--- config.mk ---
export PLATFORM = sky130hd
export DESIGN_NAME = prod_accum_flat
export DESIGN_NICKNAME = d
export VERILOG_FILES = /design/src/rtl/prod_accum_if.sv /design/src/rtl/prod_accum.sv /design/src/flat_wrapper.sv
export SDC_FILE = /design/constraint.sdc
export NUM_CORES = 1
export LEC_CHECK = 0
export BUFFER_PORTS_ARGS = -buffer_cell sky130_fd_sc_hd__buf_2
export CAP_MARGIN = 20
export CORE_AREA = 2 2 117 119
export CTS_BUF_LIST = sky130_fd_sc_hd__clkbuf_16
export DETAILED_ROUTE_END_ITERATION = 7
export DIE_AREA = 0 0 119 121
export HOLD_SLACK_MARGIN = 0.02
export PLACE_DENSITY = 0.54
export SLEW_MARGIN = 20
export SYNTH_ARGS = -nofsm -noshare
export SYNTH_HDL_FRONTEND = slang
export SYNTH_SLANG_ARGS = --single-unit
--- constraint.sdc ---
create_clock -name clk -period 2.2 [get_ports clk]
set_clock_uncertainty 0.15 [all_clocks]
set_input_delay 0.11 -clock clk [delete_from_list [all_inputs] [get_ports clk]]
set_output_delay 0.11 -clock clk [all_outputs]
set_load 0.01 [all_outputs]
--- src/rtl/prod_accum_if.sv ---
// prod_accum_if: product-in / frame-sum-out valid/ready bus
interface prod_accum_if #(
    parameter int IN_W  = 16,
    parameter int ACC_W = 19
);
    logic             in_valid;
    logic [IN_W-1:0]  in_data;
    logic             in_ready;
    logic             out_valid;
    logic [ACC_W-1:0] out_sum;
    logic [7:0]       out_frame;
    logic             out_ready;
    modport master (
        output in_valid, in_data, out_ready,
        input  in_ready, out_valid, out_sum, out_frame
    );
    modport slave (
        input  in_valid, in_data, out_ready,
        output in_ready, out_valid, out_sum, out_frame
    );
endinterface

--- src/rtl/prod_accum.sv ---
// prod_accum: sums every N accepted products into a sequenced frame sum
module prod_accum #(
    parameter int IN_W = 16,
    parameter int N    = 8,
    localparam int CNT_W = $clog2(N),
    localparam int ACC_W = IN_W + $clog2(N)
) (
    input  logic        clk,
    input  logic        rst_n,
    input  logic        clr_i,
    prod_accum_if.slave bus
);
    typedef enum logic {ACC, OUT} state_t;
    state_t           state_q;
    logic [ACC_W-1:0] acc_q, sum_q, sum_d;
    logic [CNT_W-1:0] cnt_q;
    logic [7:0]       frame_q, fcnt_q;
    logic             valid_q, accept;
    assign bus.in_ready  = (state_q == ACC) || bus.out_ready;
    assign bus.out_valid = valid_q;
    assign bus.out_sum   = sum_q;
    assign bus.out_frame = frame_q;
    // a flush discards the beat even though in_ready may be high
    assign accept = bus.in_valid && bus.in_ready && !clr_i;
    assign sum_d  = acc_q + ACC_W'(bus.in_data);
    always_ff @(posedge clk or negedge rst_n) begin
        if (!rst_n) begin
            state_q <= ACC;
            acc_q   <= '0;
            cnt_q   <= '0;
            sum_q   <= '0;
            frame_q <= '0;
            fcnt_q  <= '0;
            valid_q <= 1'b0;
        end else if (clr_i) begin
            state_q <= ACC;
            acc_q   <= '0;
            cnt_q   <= '0;
            valid_q <= 1'b0;
        end else begin
            if (state_q == OUT && bus.out_ready) begin
                state_q <= ACC;
                valid_q <= 1'b0;
            end
            // acc is already zero in OUT, so a same-cycle beat starts the next frame
            if (accept) begin
                if (cnt_q == CNT_W'(N - 1)) begin
                    sum_q   <= sum_d;
                    frame_q <= fcnt_q;
                    fcnt_q  <= fcnt_q + 8'd1;
                    acc_q   <= '0;
                    cnt_q   <= '0;
                    valid_q <= 1'b1;
                    state_q <= OUT;
                end else begin
                    acc_q <= sum_d;
                    cnt_q <= cnt_q + CNT_W'(1);
                end
            end
        end
    end
endmodule

--- src/flat_wrapper.sv ---
// flat-port wrapper written by rule: the top's interface ports become plain ports
module prod_accum_flat 
#(
    parameter int IN_W = 16,
    parameter int N    = 8,
    localparam int CNT_W = $clog2(N),
    localparam int ACC_W = IN_W + $clog2(N)
)
  (clk, rst_n, clr_i, bus_in_valid, bus_in_data, bus_out_ready, bus_in_ready, bus_out_valid, bus_out_sum, bus_out_frame);
  prod_accum_if #(.IN_W(IN_W), .ACC_W(19)) bus_i ();
  input  logic clk;
  input  logic rst_n;
  input  logic clr_i;
  input wire logic [$bits(bus_i.in_valid)-1:0] bus_in_valid;
  input wire logic [$bits(bus_i.in_data)-1:0] bus_in_data;
  input wire logic [$bits(bus_i.out_ready)-1:0] bus_out_ready;
  output wire logic [$bits(bus_i.in_ready)-1:0] bus_in_ready;
  output wire logic [$bits(bus_i.out_valid)-1:0] bus_out_valid;
  output wire logic [$bits(bus_i.out_sum)-1:0] bus_out_sum;
  output wire logic [$bits(bus_i.out_frame)-1:0] bus_out_frame;
  assign bus_i.in_valid = bus_in_valid;
  assign bus_i.in_data = bus_in_data;
  assign bus_i.out_ready = bus_out_ready;
  assign bus_in_ready = bus_i.in_ready;
  assign bus_out_valid = bus_i.out_valid;
  assign bus_out_sum = bus_i.out_sum;
  assign bus_out_frame = bus_i.out_frame;
  prod_accum #(.IN_W(IN_W), .N(N)) u_core (.clk(clk), .rst_n(rst_n), .clr_i(clr_i), .bus(bus_i));
endmodule
==> metrics.md, run 1 <==
| Metric | Value |
|---|---|
| Status | complete, but fails checks |
| Failing checks | setup timing |
| # setup viols final | 13 |
| GR Util met2 | 0.203 |
| Vias in the first global route | 2,870 |
| Cells along the critical path | ha_2 > fa_2 > a21o_1 > a221oi_4 > o221ai_4 > a31oi_4 > xnor2_2 > mux2_4 |
| Routed wire length | 8570 um |
| CTS tree | built |
| Req. time, crit path | 2260 ps |
| Worst-margin pin slew | 498 ps |
| Main combinational cell family by area after synthesis | compound AO/OA/AOI/OAI gates |
| Global-route wire length before repair | 14,200 um |
| Maxcap violations | 0 |
| Post-DRT Antenna Nets | 0 |
| TritonCTS Buffers | 9 |
| Met3 Usage GRT | 0.0268 |
| CP max stage cell | dfrtp_1 |
| Drt wl/cell | 14.1 um |
| Power, Total | 3.61 mW |
| Via count | 2,768 |
| Synth Area in Adders | 0.0795 |
| Synth Area per Inst | 9.74 um2 |
| GRT busiest layer | met2 |
| Synth Area in Compound Gates | 0.179 |
| Share of cells above drive strength 1 | 0.340 |
| Cell Pwr Density | between 700 and 800 mW/mm2 |
| XOR/XNOR Fraction of Synth Area | 0.0621 |
| Number of synthesis warnings | 0 |
| Reg clk slew, reported paths | 50 ps |
| Drt pass-1 iters | 4 |
| Synth unique cells | 50 |
| Vias per inst | 4.55 |
| Initial antenna violation count | 0 |
| Largest net degree at the start of global routing | 41 |
| GRT overflow | 0 |
| Initial DRC count | 167 |
| DP Worst Slack | -266 ps |
| Initial core utilization | 0.248 |
| Worst setup EP type | register |
| Achievable frequency | 0.413 GHz |
| Core area | 0.0131 mm2 |
| #FFs+latches synth | 59 |
| Total Routing Usage GR | 0.126 |
| Crit path time final | ~2400 ps |
| Post-Synthesis Cells | between 300 and 400 |
| Post-Synth Simple-Gate Area | 0.173 |
| Skew-Pair Late Insertion Delay | approximately 330 ps |
| Drt drc | 0 |
| Syn Nets | 374 |
| Period utilization | 1.10 |
| CP max stage delay | about 380 ps |
| Area grow syn2layout | 39.4% |
| Met1 Use GR | 0.162 |
| Crit Path Max Fanout | 4 |
| Min-delay worst type | input port to register |
| Final net count | about 470 |
| Root Driver | clkbuf_16 |
| Clock buffer depth | 2 |
| RSZ-0062 raised after global routing | true |
| Count of flip-flops with a built-in enable after synthesis | 0 |
| Asr flop ratio synth | 1.00 |
| Sequential area share after synthesis | 0.455 |
| Mapped Area | 0.00324 mm2 |
| CP Launch Type | register |
| Die height | 121 um |
| Mux cell area share after synthesis | 0.0216 |
| Final hold violations | 0 |
| Leakage | 2.28 nW |
| # IOs | 50 |
| Width of the chip | 119 um |
| PortBufs | between 40 and 50 |
| Clock sink total | ~60 |
| Diodes inserted | 0 |
| # rows | 42 |
| Global placement routability congestion | 0.830 |
| Peak VDD IR | between 0.0003 and 0.0004 V |
| CP arrival | 2490 ps |
| HPWL Detailed | just over 6000 um |
| Ys flop type | dfrtp_1 |
| Slew Viols, Final | 0 |
| Final worst setup slack | -222 ps |
| Slew margin rel. | 0.668 |
| CP Class | register to register |
| Die area | 0.0144 mm2 |
| H-Tree Depth | 3 |
-- cell families after synthesis --
logic type / after synthesis
xor+xnor: 23
flops: 59
compound gates: 76
mux: 6
fa+ha+maj: 20
simple gates: 127
buf+inv: 22
-- per-stage QoR --
stage | util | instances | hold WS [ps] | instance area (um2) | setup TNS [ps]
final | 0.346 | 608 | 28.1 | 4520 | -1490
after global routing | 0.346 | 608 | 42.7 | 4520 | -2910
after floorplan | - | 333 | -336 | 3260 | -625
after global placement | 0.305 | 583 | -52.9 | 3990 | -2190
after detailed placement | 0.305 | 583 | -39.3 | 3990 | -2440
after CTS | 0.336 | 607 | 24.1 | 4390 | -1460
-- registers in the layout, summed over array words and instances, names as in the netlist --
register	flops
u_core.acc_q	19
u_core.fcnt_q	8
u_core.bus.out_frame	8
u_core.bus.out_sum	19
u_core.state_q	1
u_core.bus.out_valid	1
u_core.cnt_q	3
-- critical path: cells and delay by family, from the launching register on --
kind	cells	cell delay, ps
AO/OA/AOI/OAI	4	910
adder cells (fa/ha/maj)	2	530
flip-flops	1	380
multiplexers	1	260
XOR/XNOR	1	90
-- synth_stat cells (5+ instances only) --
cell | number | area (um2)
xnor2_1 | 15 | 131
a22o_1 | 14 | 123
nand2_1 | 80 | 300
a21oi_1 | 23 | 115
clkbuf_1 | 11 | 41.3
dfrtp_1 | 59 | 1480
nor2_1 | 10 | 37.5
ha_1 | 19 | 238
xor2_1 | 8 | 70.1
nand4_1 | 8 | 50.1
o21ai_1 | 7 | 35.0
a21o_1 | 7 | 52.6
o21ai_0 | 6 | 30.0
nand3_1 | 11 | 55.1
buf_2 | 5 | 25.0
nor3_1 | 5 | 25.0
-- metal layers --
metal / part of all wire / vias up / wire [um]
met2: 0.47 / 46 / 4070
met1: 0.47 / 1341 / 4060
li1: - / 1368 / -
met5: 0 / - / 0
met3: 0.035 / 13 / 303
met4: 0.017 / 0 / 145
-- final timing paths --
| check | startpoint | endpoint | slack [ps] | cells past startpoint |
|---|---|---|---|---|
| max | u_core.acc_q[0] | u_core.bus.out_sum[12] | -220 | 8 |
| min | bus_in_data[0] | u_core.acc_q[0] | 30 | 3 |
| max reg2reg | u_core.acc_q[0] | u_core.bus.out_sum[12] | -220 | 8 |
| min reg2reg | u_core.bus.out_sum[3] | u_core.bus.out_sum[3] | 310 | 2 |
| max in group asynchronous | rst_n | u_core.bus.out_frame[1] | 1180 | 3 |
| min in group asynchronous | rst_n | u_core.bus.out_sum[3] | 140 | 2 |
-- timing repair --
item	CTS	global route
setup buffers	2	2
hold endpoints to repair	45	0
pin swaps	12	9
gates resized for setup	8	22
setup endpoints to repair	22	24
hold buffers	6	0
-- area by class of cell --
class	count	area [um2]
Sequential cell	59	1480
Inverter	4	15.0
Timing Repair Buffer	101	667
Clock buffer	9	225
Multi-Input combinational cell	252	1860
Tap cell	176	220
Fill cell	1341	8560
Clock inverter	7	60.1
-- report_power, final --
group	switching, mW	total, mW	internal, mW	leakage, nW
Combinational	0.550	1.07	0.522	1.33
Clock	0.485	1.35	0.860	0.145
Sequential	0.0448	1.19	1.14	0.812
Total	1.08	3.61	2.53	2.28
-- cell usage in the layout, fill, tap and decap left out, drive strengths merged, types with 6 or more instances in the layout --
cell type | Yosys | layout
dlygate4sd3 | 0 | 6
clkbuf | 11 | 9
a22o | 14 | 14
ha | 19 | 19
nor2 | 10 | 10
a21oi | 24 | 24
xnor2 | 15 | 15
nand2 | 80 | 80
nand3 | 11 | 11
a21o | 7 | 7
o21ai | 13 | 13
buf | 7 | 95
nand4 | 8 | 8
dfrtp | 59 | 59
xor2 | 8 | 8
(Power assumes the default switching activity.)
==> run 2: changes to the inputs <==
--- a/config.mk
+++ b/config.mk
@@ -7,12 +7,14 @@
 export LEC_CHECK = 0
 export BUFFER_PORTS_ARGS = -buffer_cell sky130_fd_sc_hd__buf_2
 export CAP_MARGIN = 20
+export CELL_PAD_IN_SITES_DETAIL_PLACEMENT = 2
+export CELL_PAD_IN_SITES_GLOBAL_PLACEMENT = 2
 export CORE_AREA = 2 2 117 119
 export CTS_BUF_LIST = sky130_fd_sc_hd__clkbuf_16
 export DETAILED_ROUTE_END_ITERATION = 7
 export DIE_AREA = 0 0 119 121
 export HOLD_SLACK_MARGIN = 0.02
-export PLACE_DENSITY = 0.54
+export PLACE_DENSITY = 0.72
 export SLEW_MARGIN = 20
 export SYNTH_ARGS = -nofsm -noshare
 export SYNTH_HDL_FRONTEND = slang
==> metrics.md, run 2 (synthesized netlist as in run 1, its figures left out) <==
| Metric | Value |
|---|---|
| Status | complete, but fails checks |
| Failing checks | setup timing |
| Reg2Reg Capture Point | u_core.bus.out_sum[12] |
| Vias per inst | 4.78 (+5.0%) |
| Initial core utilization | 0.248 (unchanged) |
| Layout filler cell count | 1,385 (+3.3%) |
| # setup viols final | 16 (+3) |
| CP max stage cell | dfrtp_1 |
| Min-delay worst type | input port to register |
| Achievable frequency | 0.399 GHz (-3.4%) |
| GRT overflow | 0 (unchanged) |
| Post-DRT Antenna Nets | 0 (unchanged) |
| Worst-margin pin slew | 534 ps (+35.5 ps) |
| Reg-to-reg setup timing slack | -310 ps (-90 ps) |
| CTS tree | built |
| Cells along the critical path | ha_2 > fa_2 > a21o_1 > a221oi_4 > o221ai_4 > a31oi_4 > xnor2_2 > mux2_4 |
| Req. time, crit path | 2270 ps (about the same) |
| RSZ-0062 raised after global routing | true |
| Final net count | 476 (+1.7%) |
| Crit path time final | 2510 ps (+85.7 ps) |
| Worst setup EP type | register |
| Crit Path Max Fanout | 4 (unchanged) |
| CP Buf/Inv Count | 0 (unchanged) |
| Maxcap violations | 0 (unchanged) |
| Most common cell after layout, fill and taps aside | nand2_1 |
| Share of cells above drive strength 1 | 0.384 (+0.0438) |
| Internal power | 2.64 mW (+4.4%) |
| Root Driver | clkbuf_16 |
| Switching Fraction | 0.327 (+0.0276) |
| Setup TNS | -2930 ps (-1440 ps) |
| Initial antenna violation count | 0 (unchanged) |
| # rows | 42 (unchanged) |
| Drt pass-1 iters | 4 (unchanged) |
| Final worst setup slack | -308 ps (-85.7 ps) |
| Drt drc | 0 (unchanged) |
| Combinational Power Share | 0.331 (+0.034) |
| Core area | 0.0131 mm2 (unchanged) |
| Hold Crit Start | bus_in_data[0] |
| TritonCTS Buffers | 9 (unchanged) |
| Switching pwr | 1.28 mW (+19%) |
| Clock share of power | 0.362 (-0.011) |
| Leakage | 2.34 nW (+2.6%) |
| HPWL Detailed | 7460 um (+20%) |
| Initial DRC count | 121 (-28%) |
| Post-layout util | 0.362 (+0.0160) |
| Via count | 2,944 (+6.4%) |
| Die area | 0.0144 mm2 (unchanged) |
| Diodes inserted | 0 (unchanged) |
| CP arrival | 2580 ps (+90 ps) |
| Sequential power share | 0.307 (-0.023) |
| Vias in the first global route | 3,333 (+16%) |
| Peak VDD IR | 0.000388 V (-1.8%) |
| Reg clk slew, reported paths | 60 ps (about the same) |
| Die height | 121 um (unchanged) |
| Global-route wire length before repair | 18,000 um (+27%) |
| PortBufs | 49 (unchanged) |
| Critical path startpoint | u_core.acc_q[0] |
| Drt wl/cell | 18.9 um (+34%) |
| Total Routing Usage GR | 0.163 (+0.0366) |
| Commonest non-fill, non-tap cells in the layout | nand2_1, dfrtp_1, buf_4 |
| Clock sink total | 59 (unchanged) |
| Period utilization | 1.14 (+0.0390) |
| Hold Path End | u_core.acc_q[0] |
| Worst r2r path cells | 8 (unchanged) |
| Post-Layout Cell Count | 616 (+1.3%) |
| Placed Cells | 584 (+0.17%) |
| Clock buffer depth | 2 (unchanged) |
| Reg-to-Reg Start | u_core.acc_q[0] |
| Final hold violations | 0 (unchanged) |
| Hold path depth | 3 (unchanged) |
| CP max stage delay | 400 ps (+20 ps) |
| Routed wire length | 11,600 um (+36%) |
| CP Launch Type | register |
| Skew-Pair Late Insertion Delay | 340 ps (about the same) |
| Largest net degree at the start of global routing | 28 (-32%) |
| Area grow syn2layout | 45.9% |
| # IOs | 50 (unchanged) |
| Top cell family by delay on the critical path | compound AO/OA/AOI/OAI gates |
| Slew margin rel. | 0.644 (-0.0237) |
| Slew Viols, Final | 0 (unchanged) |
| Width of the chip | 119 um (unchanged) |
| CP Class | register to register |
| Cell Pwr Density | 828 mW/mm2 (+3.9%) |
| Global placement routability congestion | 0.805 (-3.1%) |
| H-Tree Depth | 3 (unchanged) |
[run 2: cell types whose count changed in the layout (fill, tap and decap cells not counted), sizes merged]
| cell | previous run | this run |
|---|---|---|
| inv | 5 | 4 |
| clkinv | 5 | 4 |
| clkinvlp | 0 | 2 |
| buf | 95 | 103 |
[run 2: how the worst max path moves through the flow]
| stage | to | depth (start not counted) |
|---|---|---|
| CTS | u_core.bus.out_sum[14] | 8 |
| finish | u_core.bus.out_sum[12] | 8 |
| detailed placement | u_core.bus.out_sum[12] | 8 |
| global placement | u_core.bus.out_sum[12] | 8 |
| global route | u_core.bus.out_sum[14] | 8 |
| floorplan | u_core.bus.out_sum[12] | 8 |
[run 2: layer usage]
metal | global-route usage | share of wire
met5 | 0 | 0
met4 | 0.0729 | 0.021
met3 | 0.0268 | 0.028
met2 | 0.288 | 0.52
met1 | 0.194 | 0.43
[run 2: per-stage QoR]
step	instance area [um2]	worst slack [ps]	hold WS (ps)	power [mW]
floorplan	3260	-166	-336	1.78
global placement	3990	-258	-27.9	2.15
detailed placement	3990	-343	-25.8	2.19
CTS	4500	-269	37.8	3.74
global route	4730	-394	85.8	4.10
finish	4730	-308	74.5	3.92
[run 2: power groups by stage]
stage | clock network (mW) | logic (mW) | registers [mW]
2_1_floorplan | 0 | 0.588 | 1.19
3_3_place_gp | 0 | 0.948 | 1.20
3_5_place_dp | 0 | 0.988 | 1.20
4_1_cts | 1.45 | 1.11 | 1.19
5_1_grt | 1.48 | 1.41 | 1.21
6_report | 1.42 | 1.30 | 1.20
[run 2: worst min-delay path: cells and delay by family]
family | cells | cell delay [ps]
compound gates | 1 | 130
fa+ha+maj | 1 | 180
buf+inv | 1 | 90
[run 2: timing repair]
action | CTS | global route
endpoints found under the hold margin | 25 | 0
hold buffers | 6 | 0
setup endpoints to repair | 21 | 30
pin swaps | 14 | 21
resized for setup | 20 | 29
buffers inserted | 6 | 4
[run 2: layout make-up]
class / instances / area (um2) / area share
clock buffer: 9 / 225 / 0.0476
clock inverter: 7 / 68.8 / 0.0145
inverter: 4 / 15.0 / 0.00317
multi-input combinational: 252 / 1990 / 0.421
sequential: 59 / 1480 / 0.312
tap: 176 / 220 / 0.0465
timing repair buffer: 109 / 734 / 0.155
==> run 3: changes to the inputs <==
--- a/config.mk
+++ b/config.mk
@@ -5,16 +5,17 @@
 export SDC_FILE = /design/constraint.sdc
 export NUM_CORES = 1
 export LEC_CHECK = 0
+export ABC_AREA = 1
 export BUFFER_PORTS_ARGS = -buffer_cell sky130_fd_sc_hd__buf_2
 export CAP_MARGIN = 20
 export CELL_PAD_IN_SITES_DETAIL_PLACEMENT = 2
 export CELL_PAD_IN_SITES_GLOBAL_PLACEMENT = 2
-export CORE_AREA = 2 2 117 119
+export CORE_AREA = 2 2 118 120
 export CTS_BUF_LIST = sky130_fd_sc_hd__clkbuf_16
 export DETAILED_ROUTE_END_ITERATION = 7
-export DIE_AREA = 0 0 119 121
+export DIE_AREA = 0 0 120 122
 export HOLD_SLACK_MARGIN = 0.02
-export PLACE_DENSITY = 0.72
+export PLACE_DENSITY = 0.76
 export SLEW_MARGIN = 20
 export SYNTH_ARGS = -nofsm -noshare
 export SYNTH_HDL_FRONTEND = slang
==> metrics.md, run 3 <==
| Metric | Value |
|---|---|
| Status | finished, final reports clean |
| Routed wire length | 10,200 um (-12%) |
| GRT busiest layer | met2 |
| Power, Total | 3.38 mW (-14%) |
| Post-Synthesis Cells | 425 (+28%) |
| #FFs+latches synth | 59 (unchanged) |
| Initial DRC count | 75 (-38%) |
| # IOs | 50 (unchanged) |
| Req. time, crit path | 2260 ps (about the same) |
| Core area | 0.0135 mm2 (+3.2%) |
| # setup viols final | 0 (-16) |
| Worst-margin pin slew | 339 ps (-195 ps) |
| Sequential power share | 0.345 (+0.038) |
| Final hold violations | 0 (unchanged) |
| Combinational Power Share | 0.171 (-0.160) |
| Commonest non-fill, non-tap cells in the layout | nand2_1, dfrtp_1, buf_2 |
| CP max stage delay | 570 ps (+170 ps) |
| Top post-synthesis cells by area | dfrtp_1, nand2_1, ha_1 |
| TritonCTS Buffers | 9 (unchanged) |
| Drt pass-1 iters | 6 (+2) |
| Count of flip-flops with a built-in enable after synthesis | 0 (unchanged) |
| RSZ-0062 raised after global routing | false |
| Synth Area per Inst | 7.72 um2 (-21%) |
| HPWL Detailed | 7510 um (+0.68%) |
| Synth unique cells | 23 (-54%) |
| Clock share of power | 0.485 (+0.123) |
| CP Buf/Inv Count | 1 (+1) |
| Synth area leader | dfrtp_1 |
| Worst r2r path cells | 5 (-3) |
| PortBufs | 49 (unchanged) |
| Crit path time final | 2050 ps (-454 ps) |
| Initial core utilization | 0.243 (-0.00491) |
| Achievable frequency | 0.487 GHz (+22%) |
| CP arrival | 2120 ps (-460 ps) |
| Internal power | 2.44 mW (-7.6%) |
| Met3 Usage GRT | 0.0360 (+0.00926) |
| Switching pwr | 943 uW (-26%) |
| Share of cells above drive strength 1 | 0.173 (-0.211) |
| Global placement routability congestion | 0.810 (+0.68%) |
| Slew Viols, Final | 0 (unchanged) |
| CTS tree | built |
| # rows | 43 (+2.4%) |
| Most instantiated library cell after synthesis | nand2_1 |
| Vias per inst | 4.60 (-3.7%) |
| Total Routing Usage GR | 0.152 (-0.0103) |
| CP max stage cell | dlygate4sd3_1 |
| Period utilization | 0.934 (-0.206) |
| Diodes inserted | 0 (unchanged) |
| Sequential area share after synthesis | 0.450 (-0.00521) |
| Ys flop type | dfrtp_1 |
| Reg clk slew, reported paths | 60 ps (about the same) |
| Peak VDD IR | 0.000297 V (-24%) |
| Root Driver | clkbuf_16 |
| Critical Path Most Common Cell | ha_1 |
| Initial antenna violation count | 0 (unchanged) |
| Cells along the critical path | ha_1 > ha_1 > nand2_4 > o21ai_0 > dlygate4sd3_1 |
| Drt drc | 0 (unchanged) |
| Width of the chip | 120 um (+0.84%) |
| CP Launch Type | register |
| Mapped Area | 0.00328 mm2 (+1.2%) |
| Die area | 0.0146 mm2 (+1.7%) |
| Global-route wire length before repair | 17,300 um (-3.8%) |
| Post-DRT Antenna Nets | 0 (unchanged) |
| CP Depth | 5 (-3) |
| Cell Pwr Density | 808 mW/mm2 (-2.5%) |
| Crit Path Max Fanout | 19 (+15) |
| Setup TNS | 0 ps (+2930 ps) |
| Syn Nets | 466 (+25%) |
| Largest net degree at the start of global routing | 60 (+110%) |
| Switching Fraction | 0.279 (-0.0480) |
| Clock buffer depth | 2 (unchanged) |
| CP Class | register to register |
| Min-delay worst type | input port to register |
| Vias in the first global route | 3,526 (+5.8%) |
| Share of the synthesized area in the top cell type | 0.450 (-0.00521) |
| Asr flop ratio synth | 1.00 (unchanged) |
| Final net count | 529 (+11%) |
| Met1 Use GR | 0.167 (-0.0267) |
| Area grow syn2layout | 27.6% |
| Slew margin rel. | 0.774 (+0.130) |
| Via count | 3,094 (+5.1%) |
| GR Util met2 | 0.287 (-0.000784) |
| Number of synthesis warnings | 0 (unchanged) |
| GRT overflow | 0 (unchanged) |
| Hold path depth | 4 (+1) |
| Die height | 122 um (+0.83%) |
| Skew-Pair Late Insertion Delay | 330 ps (about the same) |
| Drt wl/cell | 15.2 um (-20%) |
| Post-synth top cells | nand2_1, dfrtp_1, inv_1 |
| Most common cell after layout, fill and taps aside | nand2_1 |
| Worst setup EP type | register |
| Leakage | 2.33 nW (-0.50%) |
| Clock sink total | 59 (unchanged) |
| Maxcap violations | 0 (unchanged) |
| H-Tree Depth | 3 (unchanged) |
| Top cell family by delay on the critical path | buffers and inverters |
## run 3: repair_timing
item	in CTS	in global routing
endpoints found under the setup margin	0	15
resized for setup	0	7
hold buffers	4	0
buffers inserted	0	0
endpoints found under the hold margin	61	0
## run 3: worst register-to-register path, delay by kind of cell (launching register included)
kind	cells	cell delay, ps
buffers and inverters	1	570
adder cells (fa/ha/maj)	2	440
flip-flops	1	400
AND/OR/NAND/NOR	1	240
AO/OA/AOI/OAI	1	140
## run 3: kinds of logic after synthesis
logic type                 share of synthesized area
AOI/OAI and AO/OA                             0.0645
xor gates and xnor gates                      0.0267
buffers and inverters                         0.0538
DFF                                            0.450
adders and majority gates                     0.0786
and+or+nand+nor                                0.326
## run 3: layout make-up
type	instances	area, um2
Sequential cell	59	1480
Inverter	38	143
Fill cell	1532	9320
Clock inverter	6	115
Timing Repair Buffer	60	350
Multi-Input combinational cell	320	1650
Clock buffer	9	225
Tap cell	180	225
## run 3: final timing paths
check                                  startpoint  slack (ps)                endpoint
setup reg to reg                  u_core.cnt_q[0]         150          u_core.state_q
hold reg to reg            u_core.bus.out_sum[13]         330  u_core.bus.out_sum[13]
hold / removal                       bus_in_valid         110         u_core.cnt_q[2]
min in group asynchronous                   rst_n         170  u_core.bus.out_sum[14]
setup / recovery                  u_core.cnt_q[0]         150          u_core.state_q
max in group asynchronous                   rst_n        1450         u_core.acc_q[2]
## run 3: routing by layer
metal  up-vias  routed length, um
met5         -                  0
met4         0                169
met3        12                273
met2        42               5460
met1      1563               4280
li1       1477                  -
## run 3: power by group through the flow
stage / sequential [mW] / combinational [mW] / clock, mW
after floorplan: 1.17 / 0.381 / 0
after global placement: 1.18 / 0.541 / 0
after detailed placement: 1.18 / 0.564 / 0
after CTS: 1.17 / 0.584 / 1.68
after global routing: 1.17 / 0.664 / 1.72
final: 1.17 / 0.578 / 1.64
## run 3: through the flow
stage          worst slack (ps)  hold WS (ps)  cells  instance area, um2  utilization
2_1_floorplan               314          -336    425                3280            -
3_3_place_gp                198         -8.57    653                3780        0.280
3_5_place_dp                102          3.35    653                3780        0.280
4_1_cts                    18.7          90.6    672                4160        0.308
5_1_grt                    27.8           129    672                4190        0.310
6_report                    146           109    672                4190        0.310
